==> src/rtl/fnd_scan_controller.sv <==
// Four-digit FND scan scheduler: walks digits 0..3 with a dwell and optional dead-time blank,
// swapping in a new display word only at frame boundaries. Define FND_LZB_EN for leading-zero blanking.
module fnd_scan_controller #(
  parameter int DIV   = 100000,
  parameter int DEAD  = 16,
  parameter int CNT_W = 17
) (
  input  logic        i_clk,
  input  logic        i_rst_n,
  input  logic        i_run,
  input  logic        i_load,
  input  logic [15:0] i_bcd,
  output logic [1:0]  o_digitSelect,
  output logic [3:0]  o_value,
  output logic        o_en,
  output logic        o_frame
);

  typedef enum logic [1:0] {S_OFF, S_SHOW, S_DEAD} state_t;

  localparam logic [CNT_W-1:0] DIV_LAST  = CNT_W'(DIV - 1);
  localparam logic [CNT_W-1:0] DEAD_LAST = CNT_W'((DEAD > 0) ? DEAD - 1 : 0);

  state_t            state_q, state_d;
  logic [CNT_W-1:0]  cnt_q, cnt_d;
  logic [1:0]        sel_q, sel_d;
  logic [3:0]        value_q, value_d;
  logic              en_q, en_d;
  logic              frame_q, frame_d;
  logic [15:0]       shadow_q, shadow_d;
  logic [15:0]       active_q, active_d;
  logic              light_d;

  function automatic logic [3:0] nibble(input logic [15:0] w, input logic [1:0] k);
    return w[{k, 2'b00} +: 4];
  endfunction

`ifdef FND_LZB_EN
  // A digit stays dark only when it and every more-significant digit are zero.
  function automatic logic digit_lit(input logic [15:0] w, input logic [1:0] k);
    logic lit;
    case (k)
      2'd0:    lit = 1'b1;
      2'd1:    lit = |w[15:4];
      2'd2:    lit = |w[15:8];
      default: lit = |w[15:12];
    endcase
    return lit;
  endfunction
`endif

  always_comb begin
    state_d  = state_q;
    cnt_d    = cnt_q;
    sel_d    = sel_q;
    en_d     = en_q;
    frame_d  = 1'b0;
    shadow_d = i_load ? i_bcd : shadow_q;
    active_d = active_q;
    light_d  = 1'b0;

    case (state_q)
      S_OFF: begin
        active_d = shadow_q;
        cnt_d    = '0;
        sel_d    = 2'd0;
        state_d  = S_SHOW;
        light_d  = 1'b1;
      end
      S_SHOW: begin
        if (cnt_q == DIV_LAST) begin
          cnt_d = '0;
          sel_d = 2'(sel_q + 2'd1);
          if (sel_q == 2'd3) begin
            frame_d  = 1'b1;
            // A load landing on the boundary must not be lost for a whole frame.
            active_d = i_load ? i_bcd : shadow_q;
          end
          if (DEAD > 0) begin
            state_d = S_DEAD;
            en_d    = 1'b0;
          end else begin
            light_d = 1'b1;
          end
        end else begin
          cnt_d = cnt_q + CNT_W'(1);
        end
      end
      S_DEAD: begin
        if (cnt_q == DEAD_LAST) begin
          cnt_d   = '0;
          state_d = S_SHOW;
          light_d = 1'b1;
        end else begin
          cnt_d = cnt_q + CNT_W'(1);
        end
      end
      default: begin
        state_d = S_OFF;
        cnt_d   = '0;
        sel_d   = 2'd0;
        en_d    = 1'b0;
      end
    endcase

    if (light_d) begin
`ifdef FND_LZB_EN
      en_d = digit_lit(active_d, sel_d);
`else
      en_d = 1'b1;
`endif
    end

    if (!i_run) begin
      state_d = S_OFF;
      cnt_d   = '0;
      sel_d   = 2'd0;
      en_d    = 1'b0;
      frame_d = 1'b0;
    end

    value_d = nibble(active_d, sel_d);
  end

  always_ff @(posedge i_clk) begin
    if (!i_rst_n) begin
      state_q  <= S_OFF;
      cnt_q    <= '0;
      sel_q    <= 2'd0;
      value_q  <= 4'd0;
      en_q     <= 1'b0;
      frame_q  <= 1'b0;
      shadow_q <= 16'd0;
      active_q <= 16'd0;
    end else begin
      state_q  <= state_d;
      cnt_q    <= cnt_d;
      sel_q    <= sel_d;
      value_q  <= value_d;
      en_q     <= en_d;
      frame_q  <= frame_d;
      shadow_q <= shadow_d;
      active_q <= active_d;
    end
  end

  assign o_digitSelect = sel_q;
  assign o_value       = value_q;
  assign o_en          = en_q;
  assign o_frame       = frame_q;

endmodule

==> config.mk <==
export PLATFORM = sky130hd
export DESIGN_NAME = fnd_scan_controller
export DESIGN_NICKNAME = d
export VERILOG_FILES = /design/src/rtl/fnd_scan_controller.sv
export SDC_FILE = /design/constraint.sdc
export NUM_CORES = 1
export LEC_CHECK = 0
export CORE_ASPECT_RATIO = 0.6
export CORE_MARGIN = 2
export CORE_UTILIZATION = 30
export CTS_CLUSTER_SIZE = 12
export DETAILED_ROUTE_END_ITERATION = 16
export GPL_TIMING_DRIVEN = 0
export SKIP_CTS_REPAIR_TIMING = 1
export SLEW_MARGIN = 20
export SYNTH_ARGS = -nofsm -noshare
export SYNTH_HDL_FRONTEND = slang
export SYNTH_SLANG_ARGS = --single-unit
==> constraint.sdc <==
create_clock -name i_clk -period 2.83 [get_ports i_clk]
set_input_delay 0.566 -clock i_clk [delete_from_list [all_inputs] [get_ports i_clk]]
set_output_delay 0.566 -clock i_clk [all_outputs]
set_load 0.01 [all_outputs]
==> Word-level counts from Yosys, hierarchy flattened <==
Cells that the tools add are included.
{ "word_totals": {"reg_bits": 59, "inputBits": 20, "out_inout_bits": 8, "elab_cells": 45} }
{ "classes": {"addsub": 2, "eq_ne": 9, "shifts": 1, "mux": 19, "n_reduce_logical": 6} }
{ "ops": {"columns": ["operator", "count"], "rows": [
  ["$mux W16", 3],
  ["$mux W17", 2],
  ["$pmux W17 S2", 1],
  ["$pmux W16 S2", 1],
  ["$add A17 B1 Y17 const B", 1],
  ["$eq A17 B17 Y1 const B", 1],
  ["$eq A17 B4 Y1 const B", 1],
  ["$shiftx A16 B5 Y4", 1],
  ["$mux W2", 4],
  ["$pmux W2 S3", 1],
  ["$reduce_and A2 Y1", 3],
  ["$eq A2 B2 Y1 const B", 2],
  ["$mux W1", 4],
  ["$ne A2 B2 Y1 const B", 2],
  ["$pmux W1 S2", 2],
  ["$pmux W2 S2", 1],
  ["$reduce_and A4 Y1", 1],
  ["$ne A3 B3 Y1 const B", 1],
  ["$add A2 B1 Y2 const B", 1],
  ["$eq A2 B1 Y1 const B", 1],
  ["$logic_not A2 Y1", 1],
  ["$ne A2 B1 Y1 const B", 1],
  ["$reduce_or A2 Y1", 1]
]} }

==> Longest topological paths before layout <==
Gate-level depths: netlist of the first run.
{ "logic_depth": {"word_depth": 5, "mapped_depth": 10, "ltp_nobuf": 8} }

==> Least setup slack after synthesis of the first run <==
Ideal clock, no wire load.
{ "synth_path": {"kind": "register to register", "from": "register cnt_q[0]", "to": "register value_q[0] (netlist: o_value[0])", "setup_time_ns": 0.122, "arrival_ns": 2.116, "required_ns": 2.708, "path_slack_ns": 0.592, "stages_incl_launch_ff": 11, "path_buffers": 3, "synth_period_minus_slack_ns": 2.238, "path_cell_list": "dfxtp_1 -> ha_1 -> and4_1 -> clkbuf_1 -> and4bb_1 -> buf_6 -> a41o_1 -> buf_2 -> a221oi_1 -> mux2_2 -> o22ai_1"} }
{ "synth_via": {"elab_chain_len": 5, "word_cells_on_any_way": 7, "classes_between": "eq/ne: 1; shift: 1; mux: 5"} }
{ "synth_lines": {"columns": ["element", "line_no", "text"], "rows": [
  ["from (decl)", "25", "logic [CNT_W-1:0] cnt_q, cnt_d;"],
  ["from (signal assigned)", "137", "cnt_q <= cnt_d;"],
  ["$eq A17 B17 Y1 (*)", "71", "if (cnt_q == DIV_LAST) begin"],
  ["$mux W2", "71", null],
  ["$pmux W2 S2", "62", "case (state_q)"],
  ["$mux W2", "114", "if (!i_run) begin"],
  ["$shiftx A16 B5 Y4 (*)", "35", "return w[{k, 2'b00} +: 4];"],
  ["to (signal assigned)", "139", "value_q <= value_d;"],
  ["to (decl)", "27", "logic [3:0] value_q, value_d;"]
]} }
Every way passes the cells marked *; elsewhere a longest branch is shown, timed or not.
A chain may end at the register's enable or synchronous reset.

==> Worst setup path in the final report of the first run <==
{ "layout_path": {"from": "register cnt_q[0]", "to": "register value_q[1] (netlist: o_value[1])"} }
The elaborated chain is that of the path after synthesis.

==> key figures, run 1 <==
Critical path
  • Critical Path Sink Type: flop
  • Critical Path Fanout Max: 10
  • Critical Path Source Type: flop
  • Max stage delay on crit path: 0.41 ns
  • Crit Path Class: reg2reg
  • Critical-path cell list: ha_1 > and4_1 > and4bb_1 > buf_6 > a41o_1 > buf_2 > a221oi_1 > mux2_2 > o22ai_1
  • Worst path arrival time: 2.77 ns
  • Required @ worst endpoint: approximately 3 ns
  • Worst path slowest cell: a221oi_1

Timing
  • Final hold viol count: 0
  • Slew margin rel.: 42.0%
  • Clock period minus worst slack: between 2 and 3 ns
  • Slew Limit Fails: 0
  • RSZ-0062 raised after global routing: false
  • Sum Neg Setup Slack: 0 ns
  • F_max: 0.391 GHz
  • Worst slew pin tran: about 0.87 ns
  • Final setup skew: between 0.003 and 0.004 ns
  • Final period util: 90.3%
  • Fin Hold WS: around 0.46 ns
  • Final setup violating endpoints: 0

Synth
  • Async set or reset register ratio after synthesis: 0%
  • Mapped Area: 0.00275 mm^2
  • Number of flops mapped to enable cells by yosys: 0
  • Synth Area in Compound Gates: 13.4%
  • XOR/XNOR share of the synthesized area: 5.09%
  • Ys flop type: dfxtp_1
  • Syn nets: 333
  • Largest family of logic cells by synthesized area: simple AND/OR/NAND/NOR gates
  • Yosys warns: 0
  • Cells after Synth: ~310
  • Synth Area in Simple Gates: 21.0%
  • Yosys reg bits: 59
  • Mux cell area share after synthesis: around a tenth
  • Synth Area in Adders: under 10%
  • Seq/Total Area, Yosys: around 43%
  • Post-Syn Area per Cell: around 9 um^2
  • Unique masters post-synth: 46

Finish
  • Layout area overhead: 25.3%
  • Most frequent cells in the layout: nor2_1 (60), dfxtp_1 (59), nand2_1 (28)
  • Most common cell after layout, fill and taps aside: nor2_1
  • Share of layout cells above drive strength 1: between 10 and 15%
  • Ant diodes: 0
  • Number of nets in the layout: 369
  • Post-route insts no fill: 464
  • Final Core Density: 38.1%

Power and ir drop
  • Power Total: roughly 0.0021 W
  • Lkg Pwr: 1.33 nW
  • Max IR drop VDD: approximately 280 uV
  • Power Density: about 610 mW/mm^2

CTS
  • CTS H-Tree Depth: 3
  • CTS sink count: between 50 and 60
  • Clock Tree Buf Depth: 2
  • CTS tree: built
  • Root Buffer: clkbuf_16
  • Clock transition at path regs: about 0.05 ns
  • Worst skew pair latency: between 0.3 and 0.4 ns
  • Number of CTS-inserted buffers: 9

Floorplan
  • Core Area: between 0.009 and 0.01 mm^2
  • Initial Utilization: approximately 30%
  • Rows: 27
  • DIE HEIGHT: 78.2 um
  • Io pins: 28
  • Die width: 128 um
  • Die footprint: 0.00998 mm^2

Route
  • Number of vias per cell: around 5
  • Antenna violation net count after detailed routing: 0
  • Routed WL per cell: 15.0 um
  • Pre-antenna DRT Iters: 5
  • Starting DRT DRC Count: about 190
  • Remaining DRCs: 0
  • Final wirelength: 6.98 mm
  • Vias: ~2300

Global routing
  • Initial antenna violation count: 0
  • Pin count of the biggest net entering global routing: 11
  • Grt ovf: 0
  • First-pass GRT wire length: 11.3 mm
  • Number of global-route vias before repair: around 2200
  • Total GRT Usage: 14.9%

Placement
  • GPL Wtd Cong: 0.832
  • Final HPWL DP: 5.10 mm
  • I/O Buffers: 26
  • Cells after DPL: around 450

Status
  • Status: completed

Hold path
  • Min-delay worst type: reg2reg

Run
  • Max Cap Viol: 0
==> power breakdown <==
group | switching [W] | internal, W | total (W) | leakage, nW
clock network | 0.000373 | 0.000686 | 0.00106 | 0.146
registers | 0.0000134 | 0.000861 | 0.000875 | 0.481
logic | 0.0000888 | 0.0000784 | 0.000167 | 0.705
total | 0.000475 | 0.00163 | 0.00210 | 1.33
==> logic make-up (layout without fill, tap and decap cells) <==
family	Yosys count	after routing
AO/OA/AOI/OAI	51	51
multiplexers	25	25
flip-flops	59	59
XOR/XNOR	16	16
buffers and inverters	27	68
adder cells (fa/ha/maj)	6	6
AND/OR/NAND/NOR	123	123
==> stage by stage <==
| step | cell area [um^2] | worst slack [ns] |
|---|---|---|
| 2_1_floorplan | 2750 | 0.592 |
| 3_3_place_gp | 3160 | 0.240 |
| 3_5_place_dp | 3160 | 0.226 |
| 4_1_cts | 3450 | 0.216 |
| 5_1_grt | 3450 | 0.114 |
| 6_report | 3450 | 0.275 |
==> critical path: cells and delay by family, from the launching register on <==
kind | cells | cell delay (ns)
AOI/OAI and AO/OA | 3 | 0.74
muxes | 1 | 0.25
DFF | 1 | 0.33
adders and majority gates | 1 | 0.24
buffers and inverters | 2 | 0.33
and+or+nand+nor | 2 | 0.53
==> metal layers <==
layer,global-route usage (%),vias up,wire length [um]
met4,5.82,0,57
met5,0,-,0
met3,5.32,5,593
met2,18.6,75,2650
met1,22.7,1091,3680
li1,-,1153,-
==> Yosys cell counts, types with 4 or more instances <==
library cell / n / area, um^2
a211oi_1: 4 / 30.0
clkbuf_1: 9 / 33.8
a21oi_1: 18 / 90.1
nand2_1: 28 / 105
and4_1: 4 / 35.0
nor2_1: 60 / 225
ha_1: 6 / 75.1
inv_1: 8 / 30.0
xnor2_1: 6 / 52.6
xor2_1: 10 / 87.6
and2_1: 6 / 37.5
mux2_2: 6 / 67.6
mux2i_1: 19 / 190
o22ai_1: 4 / 25.0
a221oi_1: 10 / 87.6
nand4_1: 6 / 37.5
dfxtp_1: 59 / 1180
==> worst paths after layout <==
| kind | startpoint | cells after the start | slack (ns) | endpoint |
|---|---|---|---|---|
| max | cnt_q[0] | 9 | 0.27 | o_value[1] |
| min | cnt_q[0] | 1 | 0.46 | cnt_q[0] |
| max reg2reg | cnt_q[0] | 9 | 0.27 | o_value[1] |
| min reg2reg | cnt_q[0] | 1 | 0.46 | cnt_q[0] |
==> state kept, by name, indices dropped and copies added, names as in the netlist <==
| register | count |
|---|---|
| o_value | 4 |
| o_frame | 1 |
| state_q | 2 |
| active_q | 16 |
| o_digitSelect | 2 |
| shadow_q | 16 |
| o_en | 1 |
| cnt_q | 17 |
==> area by class of cell <==
class                           count  area (um^2)
Buffer                             17          115
Clock buffer                       15          288
Clock inverter                      1         5.00
Fill cell                         898         5610
Inverter                            9         33.8
Multi-Input combinational cell    221         1420
Sequential cell                    59         1180
Tap cell                          116          145
Timing Repair Buffer               26          260
No activity file was read; power rests on OpenSTA's default activity.
==> run 2, diff against run 1 <==
Settings changed: ABC_AREA set to 0.
==> results of run 2 <==
The final DEF is identical to that of run 1; final timing and power are the same.
==> run 3, diff against run 2 <==
Settings changed: PLACE_DENSITY set to 0.56, SKIP_LAST_GASP set to 1, SLEW_MARGIN 20 to not set.
==> run 3 against run 2 <==
Global-route usage shrank 0.48 points. Non-clock buffer count up 1. Clock power up 10%. Final area grew 1.1%. Core utilization increased by 0.40 points.
==> key figures, run 3 (same netlist as run 1, synthesis figures left out) <==
CTS
  • Clock transition at path regs: 0.05 ns (about the same)
  • CTS H-Tree Depth: 3 (unchanged)
  • Clock Tree Buf Depth: 2 (unchanged)
  • CTS sink count: 59 (unchanged)
  • Worst skew pair latency: 0.33 ns (about the same)
  • CTS tree: built
  • Root Buffer: clkbuf_16
  • Number of CTS-inserted buffers: 9 (unchanged)

Power and ir drop
  • Max IR drop VDD: 286 uV (+3.3%)
  • Power Density: 634 mW/mm^2 (+4.1%)
  • Sw Ratio: 22.4% (-0.17 points)
  • Lkg Pwr: 1.34 nW (+0.30%)
  • Comb pwr share: 7.5% (-0.5 points)
  • Internal power: 0.00171 W (+5.4%)
  • Net Sw Power: 0.000496 W (+4.3%)
  • Sequential power share: 39.6% (-2.0 points)
  • Clk pwr share: 53.0% (+2.6 points)

Critical path
  • Critical Path Sink Type: flop
  • Required @ worst endpoint: 3.04 ns (about the same)
  • Critical Path Fanout Max: 10 (unchanged)
  • R2r worst-path depth: 10 (+1)
  • Worst path slowest cell: a221oi_1
  • Critical Path Source Type: flop
  • Critical R2R Capture: o_value[0]
  • WP buf/inv: 3 (+1)
  • Reg2reg setup slack: 0.24 ns (-0.03 ns)
  • Critical-path cell list: ha_1 > and4_1 > clkbuf_1 > and4bb_1 > buf_6 > a41o_1 > buf_2 > a221oi_1 > mux2_2 > o22ai_1
  • Worst path arrival time: 2.80 ns (+0.03 ns)
  • Critical path's top delay family: compound AO/OA/AOI/OAI gates
  • Max stage delay on crit path: 0.37 ns (-0.04 ns)
  • Crit Path Class: reg2reg
  • CP Depth: 10 (+1)
  • Worst Setup EP: o_value[0]
  • Crit. Startpoint: cnt_q[0]
  • Reg2reg start: cnt_q[0]

Floorplan
  • Die width: 128 um (unchanged)
  • DIE HEIGHT: 78.2 um (unchanged)
  • Die footprint: 0.00998 mm^2 (unchanged)
  • Rows: 27 (unchanged)
  • Core Area: 0.00905 mm^2 (unchanged)
  • Io pins: 28 (unchanged)
  • Initial Utilization: 30.4% (unchanged)

Route
  • Remaining DRCs: 0 (unchanged)
  • Pre-antenna DRT Iters: 5 (unchanged)
  • Vias: 2305 (-0.82%)
  • Antenna violation net count after detailed routing: 0 (unchanged)
  • Routed WL per cell: 14.8 um (-1.6%)
  • Final wirelength: 6.89 mm (-1.4%)
  • Number of vias per cell: 4.96 (-1.0%)
  • Starting DRT DRC Count: 115 (-40%)

Global routing
  • Total GRT Usage: 14.5% (-0.48 points)
  • Grt ovf: 0 (unchanged)
  • Pin count of the biggest net entering global routing: 13 (+2)
  • Initial antenna violation count: 0 (unchanged)
  • First-pass GRT wire length: 11.1 mm (-2.0%)
  • Number of global-route vias before repair: 2157 (-1.8%)

Hold path
  • Worst hold path cell count: 1 (unchanged)
  • Min-delay worst type: reg2reg

Timing
  • Final period util: 91.5% (+1.2 points)
  • PnR worst setup slack: 0.242 ns (-0.0331 ns)
  • Final setup violating endpoints: 0 (unchanged)
  • Slew margin rel.: 40.4% (-1.7 points)
  • Sum Neg Setup Slack: 0 ns (unchanged)
  • RSZ-0062 raised after global routing: false
  • Clock period minus worst slack: 2.59 ns (+0.0331 ns)
  • Final setup skew: 0.00485 ns (+0.00182 ns)
  • Fin Hold WS: 0.468 ns (+0.00808 ns)
  • F_max: 0.386 GHz (-1.3%)
  • Slew Limit Fails: 0 (unchanged)
  • Worst slew pin tran: 0.894 ns (+0.0248 ns)
  • Final hold viol count: 0 (unchanged)

Finish
  • Most common cell after layout, fill and taps aside: nor2_1
  • Largest Register: cnt_q
  • Multi-input gate area: 0.00142 mm^2 (unchanged)
  • Ant diodes: 0 (unchanged)
  • Biggest regs: cnt_q: 17 flops, active_q: 16 flops, shadow_q: 16 flops
  • Layout area overhead: 26.6%
  • FF/Latch Area: 0.00118 mm^2 (unchanged)
  • Share of layout cells above drive strength 1: 10.6% (+0.26 points)
  • Most frequent cells in the layout: nor2_1 (60), dfxtp_1 (59), nand2_1 (28)
  • Max reg flops: 17 (unchanged)
  • Number of nets in the layout: 370 (+0.27%)
  • Fill cells: 941 (+4.8%)

Status
  • Status: completed

Run
  • Max Cap Viol: 0 (unchanged)

Placement
  • GPL Wtd Cong: 0.844 (+1.5%)
  • I/O Buffers: 26 (unchanged)
  • Final HPWL DP: 5.05 mm (-1.0%)
  • Dpl ws: 0.247 ns (+0.0205 ns)
[run 3: cell types whose count changed in the layout (fill, tap and decap cells not counted), sizes merged]
cell,delta
clkbuf,-5
clkinvlp,+2
clkinv,+1
bufinv,+2
inv,+1
[run 3: area by class of cell]
| type | count | area share [%] |
|---|---|---|
| Multi-Input combinational cell | 221 | 40.7 |
| Inverter | 9 | 0.970 |
| Clock inverter | 7 | 2.91 |
| Clock buffer | 9 | 6.47 |
| Sequential cell | 59 | 33.9 |
| Buffer | 18 | 3.38 |
| Tap cell | 116 | 4.17 |
| Timing Repair Buffer | 26 | 7.47 |
[run 3: per-stage QoR]
step | total power (W) | area, um^2 | util, % | instances
final | 0.00221 | 3480 | 38.5 | 465
after global routing | 0.00229 | 3480 | 38.5 | 465
after CTS | 0.00223 | 3480 | 38.5 | 465
after detailed placement | 0.00106 | 3160 | 34.9 | 449
after global placement | 0.00105 | 3160 | 34.9 | 449
after floorplan | 0.000985 | 2750 | - | 307
[run 3: power groups by stage]
stage / sequential, W / clock, W / combinational [W]
2_1_floorplan: 0.000890 / 0 / 0.0000959
3_3_place_gp: 0.000890 / 0 / 0.000162
3_5_place_dp: 0.000892 / 0 / 0.000164
4_1_cts: 0.000874 / 0.00119 / 0.000165
5_1_grt: 0.000876 / 0.00123 / 0.000181
6_report: 0.000874 / 0.00117 / 0.000165
[run 3: worst min-delay path by stage]
stage                         from        to  slack (ns)
final                     cnt_q[0]  cnt_q[0]        0.47
after global routing      cnt_q[0]  cnt_q[0]        0.50
after CTS                 cnt_q[0]  cnt_q[0]        0.47
after detailed placement  cnt_q[0]  cnt_q[0]        0.46
after global placement    cnt_q[0]  cnt_q[0]        0.45
after floorplan           cnt_q[0]  cnt_q[0]        0.43
[run 3: routing by layer]
layer,vias to the layer above,GRT usage (%),part of all wire (%)
li1,1146,-,-
met1,1106,21.9,54
met2,44,19.8,40
met3,9,3.54,4.4
met4,0,4.62,1.3
met5,-,0,0
[run 3: worst register-to-register path: stages, from the launching register on]
cell and delay (ns):
dfxtp_1 0.33, ha_1 0.24, and4_1 0.19, clkbuf_1 0.19, and4bb_1 0.25, buf_6 0.14
a41o_1 0.24, buf_2 0.20, a221oi_1 0.37, mux2_2 0.24, o22ai_1 0.07
==> RTL change 1: new RTL, settings of run 2 <==
Set the parameter `CNT_W` to 13 (it was 17).
--- a/src/rtl/fnd_scan_controller.sv
+++ b/src/rtl/fnd_scan_controller.sv
@@ -3,7 +3,7 @@
 module fnd_scan_controller #(
   parameter int DIV   = 100000,
   parameter int DEAD  = 16,
-  parameter int CNT_W = 17
+  parameter int CNT_W = 13
 ) (
   input  logic        i_clk,
   input  logic        i_rst_n,
Behaviour: no difference found for any inputs over 10 cycles, from zero or initial values and one cycle with i_rst_n low; that may be too few to reach the edited logic, so the function may still have changed.
==> RTL change 1 against run 2 <==
- global-route usage shrank 1.2 points
- area after synthesis shrank 7.8%
- largest power group is now registers
- setup slack gained 0.028 ns
- non-clock buffer count shrank 4
- highest routed layer unchanged
- sequential cell count shrank 4
- critical path type unchanged
- final area shrank 11%
- total power shrank 25%
- routed wire length shrank 18%
- die area shrank 7.5%
==> RTL change 1: results <==
status:
  status: "finished clean"
setup_path:
  crit_family: "buffers and inverters"
  r2r_end: "o_value[2]"
  cp_max_fo: 10
  arrival_ns: 2.70
  crit_start: "state_q[1]"
  slowest_delay_ns: 0.45
  slowest_stage: "clkbuf_1"
  cp-end-kind: "flop"
  rrSetupSlack_ns: 0.30
timing:
  min_period_over_period_pct: 89.3
  tightest_slew_ns: 0.508
  fin_worst_skew_ns: 0.00620
  worst_hold_slack_ns: 0.458
cells_and_area:
  seq_area_share_pct: 35.8
  fillers: 808
  multi_input_gates: 193
  top_regs: "active_q (16), shadow_q (16), cnt_q (13)"
  bufAreaShareNonClock_pct: 10.5
  nNetsFinal: 326
  drive_above_1_share_pct: 6.98
  n_all_buffers: 39
  instances_no_fill: 409
  design_area_mm2: 0.00308
  inv_count: 6
  clk_share_pct: 4.72
  multi_input_area_share_pct: 43.9
route:
  wl_per_cell_um: 14.1
  dr.first_iter.drc_count: 105
  first_pass_iters: 7
  via_per_inst: 4.82
synthesis:
  ys_seq_elements: 55
  yosys-top-cells-area: "dfxtp_1 43%, mux2i_1 7.5%, nor2b_1 5.4%"
  synth_cell_types: 43
  ys_seq_area_share_pct: 43.4
  postSynthCellCount: 267
clocking:
  numCtsBuffers: 5
  clkLatencyLatePin_ns: 0.30
  htreeDepth: 2
  clkTransAtPathRegs_ns: 0.07
grt:
  grt.total_usage_pct: 13.7
  grt_pass1_wl_mm: 9.67
  grt_pass1_vias: 1952
  grt_max_degree: 18
place:
  gp_congestion: 0.818
  place_area_mm2: 0.00293
  post-place-cells: 401
  dp_hpwl_mm: 4.29
  dp_worst_setup_slack_ns: 0.321
pwr:
  leakage_uw: 0.00123
  power.switching_uw: 377
  vdd_drop_max_v: 0.000234
[RTL change 1: per-layer routing]
layer | GRT usage [%] | vias to the layer above | routed length (um)
met5 | 0 | - | 0
met4 | 5.75 | 0 | 95
met3 | 3.79 | 8 | 287
met2 | 18.8 | 42 | 2180
met1 | 20.0 | 927 | 3190
li1 | - | 995 | -
[RTL change 1: logic make-up (layout without fill, tap and decap cells)]
family	count (synthesis)	in the layout	synth area share, %
and+or+nand+nor	105	105	22.6
DFF	55	55	43.4
adders and majority gates	6	6	2.96
AOI/OAI and AO/OA	45	45	13.0
xor gates and xnor gates	12	12	4.14
muxes	25	25	10.6
buffers and inverters	19	53	3.31
[RTL change 1: power by group through the flow]
stage | clock network [uW] | logic, uW | registers [uW]
5_1_grt | 659 | 174 | 818
3_3_place_gp | 0 | 153 | 832
2_1_floorplan | 0 | 94.5 | 832
4_1_cts | 627 | 156 | 815
3_5_place_dp | 0 | 155 | 833
6_report | 615 | 156 | 815
==> RTL change 2: new RTL, config.mk and constraints of run 2 <==
Made on the original files. Encoding of `state_t`: now one-hot (3 bits for 3 states).
--- a/src/rtl/fnd_scan_controller.sv
+++ b/src/rtl/fnd_scan_controller.sv
@@ -16,7 +16,7 @@
   output logic        o_frame
 );
 
-  typedef enum logic [1:0] {S_OFF, S_SHOW, S_DEAD} state_t;
+  typedef enum logic [2:0] {S_OFF = 3'b001, S_SHOW = 3'b010, S_DEAD = 3'b100} state_t;
 
   localparam logic [CNT_W-1:0] DIV_LAST  = CNT_W'(DIV - 1);
   localparam logic [CNT_W-1:0] DEAD_LAST = CNT_W'((DEAD > 0) ? DEAD - 1 : 0);
Behaviour: no difference found for any inputs over 10 cycles, from zero or initial values and one cycle with i_rst_n low; not proved beyond that.
==> RTL change 2 against run 2 <==
- setup slack improved by 0.073 ns
- area after synthesis is 4.6% higher
- final area grew 3.1%
- routed wire length increased by 3.2%
- clock power decreased by 11%
- total power is 5.0% lower
- sequential power rose by 2%
- sequential cell count is 1 higher
- largest cell class unchanged
- largest power group unchanged
- highest routed layer unchanged
==> RTL change 2: results <==
pwr:
  vdd_drop_max_v: 0.000256
  leakage_uw: 0.00130
  powerDensity_mw_per_mm2: 562
setup_path:
  cp_max_fo: 6
route:
  met1_length_mm: 3.93
  wl_mm: 7.21
  num_vias: 2331
  wl_per_cell_um: 14.8
cells_and_area:
  n_all_buffers: 44
  nNetsFinal: 374
  inv_count: 6
  seq_area_share_pct: 33.8
  clock_buffers: 12
  drive_above_1_share_pct: 12.1
  multi_input_area_share_pct: 43.6
  fillers: 969
grt:
  grt.total_usage_pct: 15.1
  grt_use_met2_pct: 19.5
  grt_use_met1_pct: 22.4
  grt_pass1_wl_mm: 11.7
synthesis:
  synthXorXnorAreaFrac_pct: 4.57
  synth_compound_area_share_pct: 14.4
  netlist_top_cells_count: "60 x dfxtp_1, 28 x nor2b_1, 26 x nand2_1, 25 x nor2_1, 18 x a21oi_1"
  synthesis.nets: 337
  synth_mux_area_share_pct: 6.43
  ys_seq_area_share_pct: 41.7
  synth_cell_types: 59
status:
  status: "finished clean"
place:
  dp_hpwl_mm: 5.27
  post-place-cells: 471
  dp_worst_setup_slack_ns: 0.0928
  gp_congestion: 0.831
timing:
  tightest_slew_ns: 0.821
-- RTL change 2: cell types whose count changed after synthesis, sizes merged, moves of 4 or more --
cell,before,now
nand3,3,9
mux2i,19,14
nor3,1,5
ha,6,2
a21boi,0,4
clkbuf,11,6
nor2,60,25
buf,7,12
nor2b,0,28
o21a,0,4
-- RTL change 2: power by group --
part / leakage [uW] / internal [uW] / total (uW) / switching [uW]
Sequential: 0.000489 / 875 / 889 / 14.1
Combinational: 0.000684 / 81.1 / 162 / 80.5
Clock: 0.000126 / 582 / 946 / 364
-- RTL change 2: path summary, 6_finish.rpt --
kind,endpoint,slack (ns),depth (start not counted)
max,o_value[0],0.35,7
min,cnt_q[0],0.45,1
max reg2reg,o_value[0],0.35,7
min reg2reg,cnt_q[0],0.45,1
-- RTL change 2: worst reg2reg max path, cell delays in order (launching register included) --
cell	delay, ns
dfxtp_1	0.36
ha_1	0.23
nand4_1	0.29
nor3_1	0.58
a21oi_1	0.30
a22oi_1	0.28
and3b_1	0.22
o32ai_1	0.10
